[config.mk]
export PLATFORM = sky130hd
export DESIGN_NAME = uart_rx_flat
export DESIGN_NICKNAME = d
export VERILOG_FILES = /design/src/rtl/uart_pkg.sv /design/src/rtl/uart_rx_if.sv /design/src/rtl/uart_sync.sv /design/src/rtl/uart_rx.sv /design/src/flat_wrapper.sv
export SDC_FILE = /design/constraint.sdc
export NUM_CORES = 1
export LEC_CHECK = 0
export ABC_AREA = 1
export BUFFER_PORTS_ARGS = -buffer_cell sky130_fd_sc_hd__buf_4
export CORE_ASPECT_RATIO = 1.2
export CORE_MARGIN = 1.5
export CORE_UTILIZATION = 60
export DETAILED_ROUTE_END_ITERATION = 10
export HOLD_SLACK_MARGIN = 0.15
export PLACE_DENSITY = 0.89
export SYNTH_ARGS = -nofsm -noshare
export SYNTH_HDL_FRONTEND = slang
export SYNTH_HIERARCHICAL = 1
export SYNTH_SLANG_ARGS = --single-unit
[constraint.sdc]
create_clock -name CLK -period 4.2 [get_ports CLK]
set_clock_uncertainty 0.2 [all_clocks]
set_input_delay 0.21 -clock CLK [delete_from_list [all_inputs] [get_ports CLK]]
set_output_delay 0.21 -clock CLK [all_outputs]
set_load 0.005 [all_outputs]
[src/rtl/uart_pkg.sv]
// rtl/uart_pkg.sv - shared UART constants and FSM state encodings
package uart_pkg;

   localparam int DATAWIDTH = 8;

   // 56 gives a short bit period for simulation; 5207 is the real-baud value.
`ifdef UART_SYNTH
   localparam int BAUD_END = 5207;
`else
   localparam int BAUD_END = 56;
`endif

   typedef enum logic [1:0] {
      IDLE  = 2'd0,
      START = 2'd1,
      DATA  = 2'd2,
      STOP  = 2'd3
   } uart_state_t;

endpackage

[src/rtl/uart_rx_if.sv]
// rtl/uart_rx_if.sv - serial line and received-byte signals of the receiver
interface uart_rx_if #(
   parameter int DATAWIDTH = 8
);
   logic                 rs232_rx;
   logic [DATAWIDTH-1:0] rx_data;
   logic                 rx_done;
   logic                 frame_err;
   logic                 rx_busy;

   // receiver side: consumes the line, produces the byte and status pulses
   modport master (
      input  rs232_rx,
      output rx_data,
      output rx_done,
      output frame_err,
      output rx_busy
   );

   // user side: drives the line, consumes the byte and status pulses
   modport slave (
      output rs232_rx,
      input  rx_data,
      input  rx_done,
      input  frame_err,
      input  rx_busy
   );
endinterface

[src/rtl/uart_sync.sv]
// rtl/uart_sync.sv - two-flop synchronizer with selectable reset value
module uart_sync #(
   parameter logic RESET_VAL = 1'b1
) (
   input  logic CLK,
   input  logic RSTn,
   input  logic d,
   output logic q
);

   logic meta;

   // two back-to-back flops; both preset so an idle-high line sees no edge out of reset
   always_ff @(posedge CLK or negedge RSTn) begin
      if (!RSTn) begin
         meta <= RESET_VAL;
         q    <= RESET_VAL;
      end else begin
         meta <= d;
         q    <= meta;
      end
   end

endmodule

[src/rtl/uart_rx.sv]
// rtl/uart_rx.sv - mid-bit sampling UART receiver with framing-error detection
module uart_rx
   import uart_pkg::*;
#(
   parameter int DATAWIDTH      = uart_pkg::DATAWIDTH,
   parameter int BAUD_END       = uart_pkg::BAUD_END,
   parameter int BAUD_CNT_WIDTH = 32,
   parameter int BIT_CNT_WIDTH  = 4
) (
   input  logic      CLK,
   input  logic      RSTn,
   uart_rx_if.master bus
);

   localparam logic [BAUD_CNT_WIDTH-1:0] BAUD_LAST = BAUD_CNT_WIDTH'(BAUD_END);
   localparam logic [BAUD_CNT_WIDTH-1:0] BAUD_MID  = BAUD_CNT_WIDTH'(BAUD_END / 2);
   localparam logic [BIT_CNT_WIDTH-1:0]  BIT_LAST  = BIT_CNT_WIDTH'(DATAWIDTH - 1);

   uart_state_t               state, state_next;
   logic                      rx_sync;
   logic                      rx_prev;
   logic                      fall;
   logic                      sample;
   logic [BAUD_CNT_WIDTH-1:0] baud_cnt;
   logic [BIT_CNT_WIDTH-1:0]  bit_cnt;
   logic [DATAWIDTH-1:0]      shift;
   logic [DATAWIDTH-1:0]      rx_data;
   logic                      rx_done;
   logic                      frame_err;
   logic                      rx_busy;

   uart_sync #(
      .RESET_VAL (1'b1)
   ) u_sync (
      .CLK  (CLK),
      .RSTn (RSTn),
      .d    (bus.rs232_rx),
      .q    (rx_sync)
   );

   // third copy of the line, compared against the synchronized sample for edge detection
   always_ff @(posedge CLK or negedge RSTn) begin
      if (!RSTn) begin
         rx_prev <= 1'b1;
      end else begin
         rx_prev <= rx_sync;
      end
   end

   assign fall   = rx_prev & ~rx_sync;
   assign sample = (baud_cnt == BAUD_MID);

   // state register
   always_ff @(posedge CLK or negedge RSTn) begin
      if (!RSTn) begin
         state <= IDLE;
      end else begin
         state <= state_next;
      end
   end

   // next state: every decision is taken at the mid-bit sample point
   always_comb begin
      state_next = state;
      case (state)
         IDLE:    if (fall) state_next = START;
         START:   if (sample) state_next = rx_sync ? IDLE : DATA;
         DATA:    if (sample && (bit_cnt == BIT_LAST)) state_next = STOP;
         STOP:    if (sample) state_next = IDLE;
         default: state_next = IDLE;
      endcase
   end

   // bit-period and bit counters; both parked at zero while idle
   always_ff @(posedge CLK or negedge RSTn) begin
      if (!RSTn) begin
         baud_cnt <= '0;
         bit_cnt  <= '0;
      end else if (state == IDLE) begin
         baud_cnt <= '0;
         bit_cnt  <= '0;
      end else begin
         baud_cnt <= (baud_cnt == BAUD_LAST) ? '0 : baud_cnt + 1'b1;
         if ((state == DATA) && sample) begin
            bit_cnt <= bit_cnt + 1'b1;
         end
      end
   end

   // data capture, LSB first, and registered result/status outputs
   always_ff @(posedge CLK or negedge RSTn) begin
      if (!RSTn) begin
         shift     <= '0;
         rx_data   <= '0;
         rx_done   <= 1'b0;
         frame_err <= 1'b0;
         rx_busy   <= 1'b0;
      end else begin
         if ((state == DATA) && sample) begin
            shift <= {rx_sync, shift[DATAWIDTH-1:1]};
         end
         if ((state == STOP) && sample && rx_sync) begin
            rx_data <= shift;
         end
         rx_done   <= (state == STOP) && sample && rx_sync;
         frame_err <= (state == STOP) && sample && !rx_sync;
         rx_busy   <= (state_next != IDLE);
      end
   end

   assign bus.rx_data   = rx_data;
   assign bus.rx_done   = rx_done;
   assign bus.frame_err = frame_err;
   assign bus.rx_busy   = rx_busy;

endmodule

[src/flat_wrapper.sv]
// flat-port wrapper written by rule: the top's interface ports become plain ports
module uart_rx_flat import uart_pkg::*;
#(
   parameter int DATAWIDTH      = uart_pkg::DATAWIDTH,
   parameter int BAUD_END       = uart_pkg::BAUD_END,
   parameter int BAUD_CNT_WIDTH = 32,
   parameter int BIT_CNT_WIDTH  = 4
)
  (CLK, RSTn, bus_rs232_rx, bus_rx_data, bus_rx_done, bus_frame_err, bus_rx_busy);
  uart_rx_if #(.DATAWIDTH(DATAWIDTH)) bus_i ();
  input  logic CLK;
  input  logic RSTn;
  input wire logic [$bits(bus_i.rs232_rx)-1:0] bus_rs232_rx;
  output wire logic [$bits(bus_i.rx_data)-1:0] bus_rx_data;
  output wire logic [$bits(bus_i.rx_done)-1:0] bus_rx_done;
  output wire logic [$bits(bus_i.frame_err)-1:0] bus_frame_err;
  output wire logic [$bits(bus_i.rx_busy)-1:0] bus_rx_busy;
  assign bus_i.rs232_rx = bus_rs232_rx;
  assign bus_rx_data = bus_i.rx_data;
  assign bus_rx_done = bus_i.rx_done;
  assign bus_frame_err = bus_i.frame_err;
  assign bus_rx_busy = bus_i.rx_busy;
  uart_rx #(.DATAWIDTH(DATAWIDTH), .BAUD_END(BAUD_END), .BAUD_CNT_WIDTH(BAUD_CNT_WIDTH), .BIT_CNT_WIDTH(BIT_CNT_WIDTH)) u_core (.CLK(CLK), .RSTn(RSTn), .bus(bus_i));
endmodule
### Word-level counts from Yosys, hierarchy flattened

Cells that the tools add are included.

* output and inout bits: 11
* word-level logic and storage cells: 40
* input port bits: 3
* flip-flop bits (word level): 60

* reduce and logical (&&, ||, !) cells: 9
* equal/unequal tests: 6
* muxes and demuxes: 10
* bitwise logic cells: 2
* add/subtract/negate cells: 2

Operators by type and width (number)
* 32-bit two-way mux: 2
* 32-bit by 1-bit adder with 32-bit output, second input constant: 1
* 32-bit by 5-bit equality test with 1-bit output, second input constant: 1
* 32-bit by 6-bit equality test with 1-bit output, second input constant: 1
* 2-bit two-way mux: 5
* 4-bit two-way mux: 2
* 2-bit case mux with 4 select lines: 1
* 1-bit logical AND: 5
* 4-bit by 1-bit adder with 4-bit output, second input constant: 1
* 2-bit equality test, second input constant: 2
* 4-bit by 3-bit equality test with 1-bit output, second input constant: 1
* 2-bit nonzero test: 2
* 2-bit by 1-bit equality test with 1-bit output, second input constant: 1
* 2-bit logical NOT: 1
* 1-bit AND: 1
* 1-bit logical NOT: 1
* 1-bit NOT: 1

### Logic depth before layout (Yosys ltp)

* depth after elaboration: 5
* gate-level depth with buffers: 11
* gate-level depth less buffers: 11

### Hierarchy

The synthesis kept the hierarchy.

By module, submodules not included
* uart_rx: times used 1, area each 3143.0 µm², cells an instance 426, sequential area each 1452.6 µm²
* uart_sync: times used 1, area each 52.6 µm², cells an instance 2, sequential area each 52.6 µm²

### Worst setup path after synthesis

No wires, ideal clock.

* path type: reg2reg
* start point: reg u_core.baud_cnt[0]
* end point: reg u_core.baud_cnt[1]
* path buffers: 0
* library setup time: 0.144 ns
* required time: 3.856 ns
* slack: 2.458 ns
* clock period less this slack: 1.742 ns
* cell stages (with the launch flop): 8
* arrival time: 1.399 ns
* cell sequence: dfrtp_1 > inv_1 > ha_1 > inv_1 > nor3b_1 > nand3_1 > nor3_1 > nor3b_1

* word-level cells in the longest chain between the ends: 3
* elaborated cells between the ends (all ways): 4
* those cells by class: add/sub: 1; eq/ne: 1; mux: 2

RTL lines
* start, declared: line uart_rx.sv:24 `logic [BAUD_CNT_WIDTH-1:0] baud_cnt;`
* start signal, assigned: line uart_rx.sv:83 `baud_cnt <= (baud_cnt == BAUD_LAST) ? '0 : baud_cnt + 1'b1;`
* 32-bit by 1-bit adder with 32-bit output / 32-bit by 6-bit equality test with 1-bit output (equally long branches): line uart_rx.sv:83
* 32-bit two-way mux *: line uart_rx.sv:83
* 32-bit two-way mux *: line uart_rx.sv:79 `end else if (state == IDLE) begin`

Mark *: on every way between the ends. The rest lies on a longest branch, timed or not.
A chain may end at the register's enable or synchronous reset.

### Worst setup path in the final report

Same ends and word-level chain as after synthesis.

==> summary.md <==
| Metric | Value |
|---|---|
| Run status | `finished clean` |
| Total grt overflow | `0` |
| Vias in the first global route | `2738` |
| Sequential fraction of the synthesis area | `47.1%` |
| Tmin final | `2.15 ns` |
| Worst Setup End Kind | `flip-flop` |
| Post-Syn Nets | `434` |
| Max_cap viols | `0` |
| Hold endpoint | `u_core/u_sync/q$_DFF_PN1_` |
| Unique masters post-synth | `24` |
| Core Area | `5040 µm²` |
| M1 GR Usage | `30.2%` |
| Critical R2R Capture | `u_core/baud_cnt[1]$_DFF_PN0_` |
| DR pass1 iterations | `4` |
| Met2 global-route usage | `47.6%` |
| Worst Tran Pin Value | `0.730 ns` |
| First-pass GRT wire length | `12.2 mm` |
| Largest net degree at the start of global routing | `61` |
| Clk_lat worst skew | `0.34 ns` |
| Worst hold path type | `flip-flop to flip-flop` |
| Crit path DAT | `2.14 ns` |
| Die Y | `82.9 µm` |
| Die ar. | `5770 µm²` |
| Design Area, Final | `3580 µm²` |
| GPL Wtd Cong | `0.944` |
| Setup violators final | `0` |
| Min-delay src | `u_core/u_sync/meta$_DFF_PN1_` |
| Synth Area per Inst | `7.47 µm²` |
| GRT Max-Usage Layer | `met2` |
| Post-DP Area | `3340 µm²` |
| Die W | `69.6 µm` |
| DP HPWL | `5.27 mm` |
| Initial Utilization | `63.3%` |
| Layout area overhead | `11.9%` |
| Final ANT Viol Nets | `0` |
| Total number of vias | `2690` |
| Gate Count Post-Synth | `428` |
| Largest area contributor in the synthesized netlist | `dfrtp_1` |
| Post-CTS Setup Bufs | `0` |
| Asr flop ratio synth | `100%` |
| TritonCTS clock tree | `built` |
| Ys flop type | `dfrtp_1` |
| First-iteration detailed-routing DRC count | `175` |
| Met3 usage | `6.43%` |
| Residual DRC | `0` |
| I/O Buffers | `13` |
| Clock H-tree levels | `3` |
| Crit path required time | `4.19 ns` |
| Worst-path maximum fanout | `7` |
| # rows | `28` |
| Total CTS buffers | `9` |
| Initial antenna violation count | `0` |
| Cell with the most instances after synthesis | `nand2_1` |
| Hold depth | `0` |
| Post-synth top cells | `nand2_1 (137), nor2_1 (86), dfrtp_1 (57), inv_1 (44), nand3_1 (19)` |
| Post-synth EDFFs | `0` |
| # IOs | `14` |
| Avg WL per Cell | `14.1 µm` |
| Synthesis-stage register bit count | `60` |
| Relative slew slack | `51.3%` |
| Worst Reg-to-Reg Cells | `7` |
| All-Layer GR Usage | `27.1%` |
| R2R setup slack | `2.05 ns` |
| Slew Limit Fails | `0` |
| Final WL | `7.26 mm` |
| Share of the synthesized area in the top cell type | `44.6%` |
| Period utilisation layout | `51.1%` |
| Clock transition at path regs | `0.06 ns` |
| Vias per cell | `5.23` |
| Crit path kind | `flip-flop to flip-flop` |
| Pwr dens | `395 nW/µm²` |
| Setup_tns | `0 ns` |
| F_max | `0.466 GHz` |
| Synth Warn # | `6` |
| Unrepaired setup endpoints after global routing | `false` |
| RR Startpoint | `u_core/baud_cnt[0]$_DFF_PN0_` |
| # diodes | `0` |
| Nets | `455` |
| Maximum vdd drop | `0.306 mV` |
| CTS Sinks | `60` |
| Synthesized cell area | `3200 µm²` |
| Hold Fails Final Rpt | `0` |
| Share of cells above drive strength 1 | `10.6%` |
| Clock buffer depth | `2` |
| Root Buffer | `clkbuf_8` |
| LEAKAGE | `1.71 nW` |
| Synth area leaders | `dfrtp_1 (45%), nand2_1 (16%), nor2_1 (10%)` |
| Worst setup SP type | `flip-flop` |
worst max path at each step:
stage                                 startpoint                             to  slack (ns)  cells after the start
floorplan           u_core/baud_cnt[0]$_DFF_PN0_   u_core/baud_cnt[1]$_DFF_PN0_        2.46                      7
global placement    u_core/baud_cnt[0]$_DFF_PN0_  u_core/bit_cnt[0]$_DFFE_PN0P_        2.27                      9
detailed placement  u_core/baud_cnt[0]$_DFF_PN0_   u_core/baud_cnt[1]$_DFF_PN0_        2.16                      7
CTS                 u_core/baud_cnt[0]$_DFF_PN0_   u_core/baud_cnt[1]$_DFF_PN0_        2.11                      7
global route        u_core/baud_cnt[0]$_DFF_PN0_   u_core/baud_cnt[1]$_DFF_PN0_        1.88                      7
finish              u_core/baud_cnt[0]$_DFF_PN0_   u_core/baud_cnt[1]$_DFF_PN0_        2.05                      7
placed cells by master, fill, tap and decap left out, drive strengths merged:
cell	synthesis	routed
nand3b	3	3
dfstp	3	3
bufinv	0	1
nand3	19	19
o21ai	7	7
nor3	19	19
dlygate4sd3	0	2
xnor2	5	5
nand4	8	8
dfrtp	57	57
clkbuf	3	15
nor2	93	93
xor2	15	15
inv	45	45
buf	3	14
nand2	141	141
or2	1	1
ha	3	3
nor3b	3	3
critical path: stages, from the launching register on:
cell     delay (ns)
dfrtp_1        0.45
inv_1          0.12
ha_1           0.18
inv_1          0.07
nor3b_1        0.24
nand3_1        0.11
nor3_1         0.53
nor3b_1        0.10
metrics by stage:
stage | power [mW] | utilization, % | hold WS, ns | setup slack, ns | std cells
after floorplan | 0.810 | - | -0.286 | 2.46 | 428
after global placement | 0.854 | 66.2 | 0.111 | 2.27 | 496
after detailed placement | 0.861 | 66.2 | 0.115 | 2.16 | 496
after CTS | 1.42 | 70.9 | 0.161 | 2.11 | 514
after global routing | 1.48 | 70.9 | 0.162 | 1.88 | 514
final | 1.41 | 70.9 | 0.159 | 2.05 | 514
area by class of cell:
| type | count | area (µm²) |
|---|---|---|
| sequential | 60 | 1510 |
| multi-input combinational | 317 | 1490 |
| fill | 413 | 1470 |
| clock buffer | 15 | 186 |
| inverter | 45 | 169 |
| timing repair buffer | 16 | 125 |
| tap | 60 | 75.1 |
| clock inverter | 1 | 30.0 |
timing repair:
item / 4_1_cts / 5_1_grt
hold buffers: 2 / 0
endpoints found under the hold margin: 60 / 0
resized for setup: 0 / 0
setup endpoints to repair: 0 / 0
routing by layer:
| metal | share of wire, % | vias up | wire length, µm |
|---|---|---|---|
| li1 | - | 1360 | - |
| met1 | 42 | 1260 | 3050 |
| met2 | 51 | 50 | 3710 |
| met3 | 3.2 | 20 | 235 |
| met4 | 3.7 | 0 | 267 |
| met5 | 0 | - | 0 |
power by group:
part	internal (mW)	leakage (nW)	switching [mW]	total, mW
combinational	0.0647	0.790	0.126	0.191
sequential	0.615	0.811	0.0537	0.669
clock	0.340	0.110	0.214	0.553
total	1.02	1.71	0.393	1.41
kinds of logic (layout without fill, tap and decap cells):
logic type | Yosys count | in the layout | share of synthesized area, %
DFF | 60 | 60 | 47.1
and+or+nand+nor | 287 | 287 | 38.6
AOI/OAI and AO/OA | 7 | 7 | 1.10
buffers and inverters | 51 | 77 | 6.50
xor gates and xnor gates | 20 | 20 | 5.48
adders and majority gates | 3 | 3 | 1.17
flip-flops by register name (all words and copies together), names as in the netlist:
register	cells
u_core/shift	8
u_core/rx_prev	1
u_core/u_sync/q	1
u_core/bus.rx_data	8
u_core/state	2
u_core/bit_cnt	4
u_core/bus.rx_busy	1
u_core/u_sync/meta	1
u_core/bus.rx_done	1
u_core/bus.frame_err	1
u_core/baud_cnt	32
No activity file was read; power rests on OpenSTA's default activity.
